===== config.mk =====
export PLATFORM = sky130hd
export DESIGN_NAME = tama_input_conditioner
export DESIGN_NICKNAME = d
export VERILOG_FILES = /design/src/rtl/tama_input_conditioner.sv
export SDC_FILE = /design/constraint.sdc
export NUM_CORES = 1
export LEC_CHECK = 0
export CAP_MARGIN = 10
export CORE_MARGIN = 3
export CORE_UTILIZATION = 45
export CTS_BUF_LIST = sky130_fd_sc_hd__clkbuf_16
export CTS_CLUSTER_DIAMETER = 30
export DETAILED_ROUTE_END_ITERATION = 6
export GPL_ROUTABILITY_DRIVEN = 0
export HOLD_SLACK_MARGIN = 0.05
export PLACE_DENSITY = 0.7
export SETUP_SLACK_MARGIN = 0.4
export SLEW_MARGIN = 10
export SYNTH_ARGS = -nofsm -noshare
export SYNTH_HDL_FRONTEND = slang
export SYNTH_SLANG_ARGS = --single-unit

===== constraint.sdc =====
create_clock -name clk -period 7.6 [get_ports clk]
set_input_delay 1.14 -clock clk [delete_from_list [all_inputs] [get_ports clk]]
set_output_delay 1.14 -clock clk [all_outputs]
set_load 0.05 [all_outputs]

===== src/rtl/tama_input_conditioner.sv =====
// Conditions the raw push buttons and the tilt sensor. Each input is synchronized
// and then debounced. Button presses become single-cycle events. A long hold on
// the test button enters a test mode. In test mode, play presses step a 1..9
// scenario code and the normal press events are suppressed.
module tama_input_conditioner #(
   parameter int unsigned DEBOUNCE_CYCLES  = 500000,
   parameter int unsigned LONGPRESS_CYCLES = 250000000
) (
   input  logic       clk,
   input  logic       rst,
   input  logic       btn_sleep_n,
   input  logic       btn_awake_n,
   input  logic       btn_feed_n,
   input  logic       btn_play_n,
   input  logic       btn_test_n,
   input  logic       tilt_raw,
   output logic       sleep_pulse,
   output logic       awake_pulse,
   output logic       feed_pulse,
   output logic       play_pulse,
   output logic       tilt,
   output logic       test_mode,
   output logic [3:0] test_code
);

   localparam int NCH      = 6;
   localparam int CH_SLEEP = 0;
   localparam int CH_AWAKE = 1;
   localparam int CH_FEED  = 2;
   localparam int CH_PLAY  = 3;
   localparam int CH_TEST  = 4;
   localparam int CH_TILT  = 5;

   localparam int DB_W   = (DEBOUNCE_CYCLES  > 1) ? $clog2(DEBOUNCE_CYCLES)  : 1;
   localparam int HOLD_W = (LONGPRESS_CYCLES > 1) ? $clog2(LONGPRESS_CYCLES) : 1;
   localparam logic [DB_W-1:0]   DB_LAST   = DB_W'(DEBOUNCE_CYCLES - 1);
   localparam logic [HOLD_W-1:0] HOLD_LAST = HOLD_W'(LONGPRESS_CYCLES - 1);

   typedef enum logic [1:0] {
      T_OFF    = 2'd0,
      T_ARM    = 2'd1,
      T_ACTIVE = 2'd2,
      T_EXIT   = 2'd3
   } t_state_e;

   // All channels are normalised to active-high "pressed" before synchronizing.
   // As a result, the reset value 0 means released everywhere.
   logic [NCH-1:0] raw_act;
   assign raw_act = {tilt_raw, ~btn_test_n, ~btn_play_n, ~btn_feed_n, ~btn_awake_n, ~btn_sleep_n};

   logic [NCH-1:0]     sync1_q, sync1_d;
   logic [NCH-1:0]     sync2_q, sync2_d;
   logic [DB_W-1:0]    db_cnt_q [NCH];
   logic [DB_W-1:0]    db_cnt_d [NCH];
   logic [NCH-1:0]     deb_q, deb_d;
   logic [CH_TEST:0]   deb_prev_q, deb_prev_d;
   logic [CH_TEST:0]   ev_q, ev_d;
   t_state_e           state_q, state_d;
   logic [HOLD_W-1:0]  hold_q, hold_d;
   logic [3:0]         code_q, code_d;
   logic               mask_pulses;

   // Two-flop synchronizer chain per input.
   always_comb begin
      sync1_d = raw_act;
      sync2_d = sync1_q;
   end

   // Debounce: count consecutive disagreeing samples and accept the change on the last one.
   always_comb begin
      deb_d = deb_q;
      for (int i = 0; i < NCH; i++) begin
         db_cnt_d[i] = '0;
         if (sync2_q[i] != deb_q[i]) begin
            if (db_cnt_q[i] == DB_LAST) begin
               deb_d[i] = ~deb_q[i];
            end else begin
               db_cnt_d[i] = db_cnt_q[i] + 1'b1;
            end
         end
      end
   end

   // Press events: one cycle after the debounced level rises.
   always_comb begin
      deb_prev_d = deb_q[CH_TEST:0];
      ev_d       = deb_q[CH_TEST:0] & ~deb_prev_q;
   end

   // Test-mode control: arm on press, activate after the long hold, exit on a fresh press.
   always_comb begin
      state_d = state_q;
      hold_d  = hold_q;
      code_d  = code_q;
      case (state_q)
         T_OFF: begin
            if (deb_q[CH_TEST]) begin
               state_d = T_ARM;
               hold_d  = '0;
            end
         end
         T_ARM: begin
            if (!deb_q[CH_TEST]) begin
               state_d = T_OFF;
            end else if (hold_q == HOLD_LAST) begin
               state_d = T_ACTIVE;
               code_d  = 4'd0;
            end else begin
               hold_d = hold_q + 1'b1;
            end
         end
         T_ACTIVE: begin
            // An exit press wins over a coincident play press.
            if (ev_q[CH_TEST]) begin
               state_d = T_EXIT;
            end else if (ev_q[CH_PLAY]) begin
               code_d = (code_q == 4'd9) ? 4'd1 : code_q + 4'd1;
            end
         end
         T_EXIT: begin
            if (!deb_q[CH_TEST]) begin
               state_d = T_OFF;
            end
         end
         default: state_d = T_OFF;
      endcase
   end

   // State registers; the reset forces every input to the released state and the FSM to T_OFF.
   always_ff @(posedge clk or posedge rst) begin
      if (rst) begin
         sync1_q    <= '0;
         sync2_q    <= '0;
         for (int i = 0; i < NCH; i++) begin
            db_cnt_q[i] <= '0;
         end
         deb_q      <= '0;
         deb_prev_q <= '0;
         ev_q       <= '0;
         state_q    <= T_OFF;
         hold_q     <= '0;
         code_q     <= 4'd0;
      end else begin
         sync1_q    <= sync1_d;
         sync2_q    <= sync2_d;
         for (int i = 0; i < NCH; i++) begin
            db_cnt_q[i] <= db_cnt_d[i];
         end
         deb_q      <= deb_d;
         deb_prev_q <= deb_prev_d;
         ev_q       <= ev_d;
         state_q    <= state_d;
         hold_q     <= hold_d;
         code_q     <= code_d;
      end
   end

   assign mask_pulses = (state_q == T_ACTIVE) || (state_q == T_EXIT);
   assign sleep_pulse = ev_q[CH_SLEEP] & ~mask_pulses;
   assign awake_pulse = ev_q[CH_AWAKE] & ~mask_pulses;
   assign feed_pulse  = ev_q[CH_FEED]  & ~mask_pulses;
   assign play_pulse  = ev_q[CH_PLAY]  & ~mask_pulses;
   assign tilt        = deb_q[CH_TILT];
   assign test_mode   = (state_q == T_ACTIVE);
   assign test_code   = code_q;

endmodule


==> impl_results.md <==
- Met3 usage: under 10%
- Fin crit period: roughly 3400 ps
- Leak: between 4 and 5 nW
- Port Buffers: 17
- DP Area: 8630 sq um
- Unique masters post-synth: 52
- CP max-delay cell: clkdlybuf4s50_1
- Remaining DRCs: 0
- Chip width: approximately 140 um
- Setup bufs post-CTS: 0
- Crit path max fanout: 13
- Drt wl/cell: between 10 and 15 um
- Crit path capture type: primary output
- Highest-count cells in the layout ignoring fill and taps: dfrtp_1, nor2_1, xor2_1, nand2_1, nand3_1
- #FFs+latches synth: ~180
- Proportion of synthesized area in mux cells: 1.34%
- Drt pass-1 iters: 4
- Routed Antenna Nets: 0
- Worst skew pair latency: ~430 ps
- CP peak stage delay: roughly 820 ps
- F_max: 297 MHz
- Power per cell area: 195 nW/um^2
- Worst slew margin: 34.8%
- Vias in the first global route: ~5500
- Syn Area/Cell: 10.1 sq um
- Ant. Diodes: 0
- Setup TNS: 0 ps
- Met2 usage: 25.4%
- Via count: 5667
- Synth-to-Final Area Change: 10.4%
- TritonCTS clock tree: built
- First-pass GRT wire length: roughly 26 mm
- EDFF count, synth: 0
- Cells after Synth: ~800
- Startpoint Class: flip-flop
- Design Area, Final: ~9100 sq um
- Pin count of the biggest net entering global routing: 69
- Initial antenna violation count: 0
- CTS H-tree lvls: 4
- Starting Density: a little under half
- Maxcap violations: 0
- Synth Net Count: 838
- Ys Warns: 0
- Xor and xnor area share after synthesis: a little over an eighth
- Gr busiest metal: met2
- Post-Synth Simple-Gate Area: about a quarter
- Post-synthesis instance area: 8290 sq um
- WP data required: around 6500 ps
- CP arrival: 2230 ps
- Post-Route WL: about 15 mm
- Total CTS buffers: 17
- IO Pins: 18
- Area of the core: between 15000 and 20000 sq um
- Crit share post-route: roughly 44%
- Total gr overflow: 0
- Fin. max-slew vios: 0
- Status: finished, final reports clean
- Actual slew at the worst max-slew pin: just under 1000 ps
- Root buf cell: clkbuf_16
- Vias per cell: between 5 and 6
- Height of the chip: roughly 140 um
- Final Skew: roughly 11 ps
- Hold-fix buffers, CTS: 0
- Iter 0 DRT Violations: ~330
- Clk pin slew, worst setup/hold paths: about 60 ps
- Synth Area in Adders: 1.36%
- CTS Sinks: around 180
- Commonest non-fill, non-tap cell in the layout: dfrtp_1
- Hpwl dp: approximately 9.7 mm
- Share of cells above drive strength 1: under 10%
- Crit-path cells: nand2b_1 > inv_1 > clkdlybuf4s50_1
- Largest family of logic cells by synthesized area: simple AND/OR/NAND/NOR gates
- Fin. Hold Viols: 0
- CTS Buffer Depth: 2
- Global routing met1 resource utilization: 21.3%
- Worst vdd ir: about 0.16 mV
- Final Core Density: just over 50%
- Setup CP Type: flip-flop to primary output
- Post-synthesis compound-gate area fraction: under 10%
- Top_reg_cell synth: dfrtp_1
- Unrepaired setup endpoints after global routing: no
- Full die area: 20100 sq um
- GRT Resource Usage Total: about 16%
- Final setup viols: 0
- Layout Nets: about 850
- Worst hold path type: flip-flop to flip-flop
- Row Count: 49
- Sequential share of the synthesized area: approximately 53%
- Asr flop ratio synth: 100%
- Post_cts resized: 0
-- kinds of logic (layout without fill, tap and decap cells) --
kind of cell,after synthesis,count (layout)
xor gates and xnor gates,126,126
buffers and inverters,47,75
DFF,176,176
and+or+nand+nor,431,431
adders and majority gates,9,9
muxes,10,10
AOI/OAI and AO/OA,22,22
-- worst paths after layout --
kind	to	slack, ps	cells past startpoint	startpoint
worst max-delay path	test_mode	4230	3	flip-flop
worst min-delay path	sync2_q[2]	350	0	sync1_q[2]
worst max register to register	hold_q[7]	5450	4	flip-flop
worst min register to register	sync2_q[2]	350	0	sync1_q[2]
max in group asynchronous	db_cnt_q[88]	5330	3	rst
min in group asynchronous	sync1_q[1]	1160	2	rst
-- stage by stage --
| step | total power [W] | cells | worst slack (ps) | hold slack [ps] |
|---|---|---|---|---|
| final | 0.00179 | 1078 | 4230 | 349 |
| after global routing | 0.00186 | 1078 | 4100 | 358 |
| after CTS | 0.00181 | 1078 | 4210 | 350 |
| after detailed placement | 0.00102 | 1046 | 4680 | 335 |
| after global placement | 0.00102 | 1046 | 4690 | 334 |
| after floorplan | 0.00101 | 821 | 1690 | 331 |
-- synthesized netlist by cell type, types with 3 or more instances --
master | count | share of area [%]
dfrtp_1 | 176 | 53
nor2_1 | 170 | 7.7
xor2_1 | 87 | 9.2
nand2_1 | 60 | 2.7
nand3_1 | 53 | 3.2
xnor2_1 | 39 | 4.1
nand4_1 | 35 | 2.6
inv_1 | 24 | 1.1
and3_1 | 17 | 1.3
nor3_1 | 15 | 0.91
and4_1 | 11 | 1.2
buf_2 | 10 | 0.60
nor2b_1 | 10 | 0.75
nor4_1 | 10 | 0.75
ha_1 | 9 | 1.4
mux2_2 | 9 | 1.2
a21oi_1 | 8 | 0.48
buf_4 | 8 | 0.72
nand2b_1 | 8 | 0.60
nand4b_1 | 7 | 0.74
and4b_1 | 5 | 0.60
or2_2 | 5 | 0.38
and2_1 | 4 | 0.30
o21ai_0 | 4 | 0.24
clkbuf_1 | 3 | 0.14
-- state kept, by name, indices dropped and copies added, names as in the netlist, named ones only --
register,count
sync2_q,6
deb_prev_q,5
deb_q,6
state_q,1
hold_q,28
db_cnt_q,114
sync1_q,6
test_code,4
ev_q,5
-- routing by layer --
metal	part of all wire (%)	vias to the layer above
met2	48	70
met3	2.6	16
li1	-	2797
met1	48	2784
met4	1.1	0
met5	0	-
-- where the power goes --
group          total (W)  internal (W)  switching, W
registers       0.000957      0.000948    0.00000971
clock network   0.000780      0.000415      0.000366
logic          0.0000479     0.0000128     0.0000351
-- area by class of cell --
class	count	area, sq um
repair buffers	19	185
clock inverters	15	97.6
flip-flops and latches	176	4400
fillers	1640	8880
inverters	24	95.1
well taps	229	287
clock buffers	17	425
multi-input cells	598	3650
-- worst max-delay path, delay by kind of cell, from the launching register on --
family | cells | cell delay, ps
buffers and inverters | 2 | 980
flip-flops | 1 | 640
AND/OR/NAND/NOR | 1 | 180
Power figures use the tool's default switching activity.
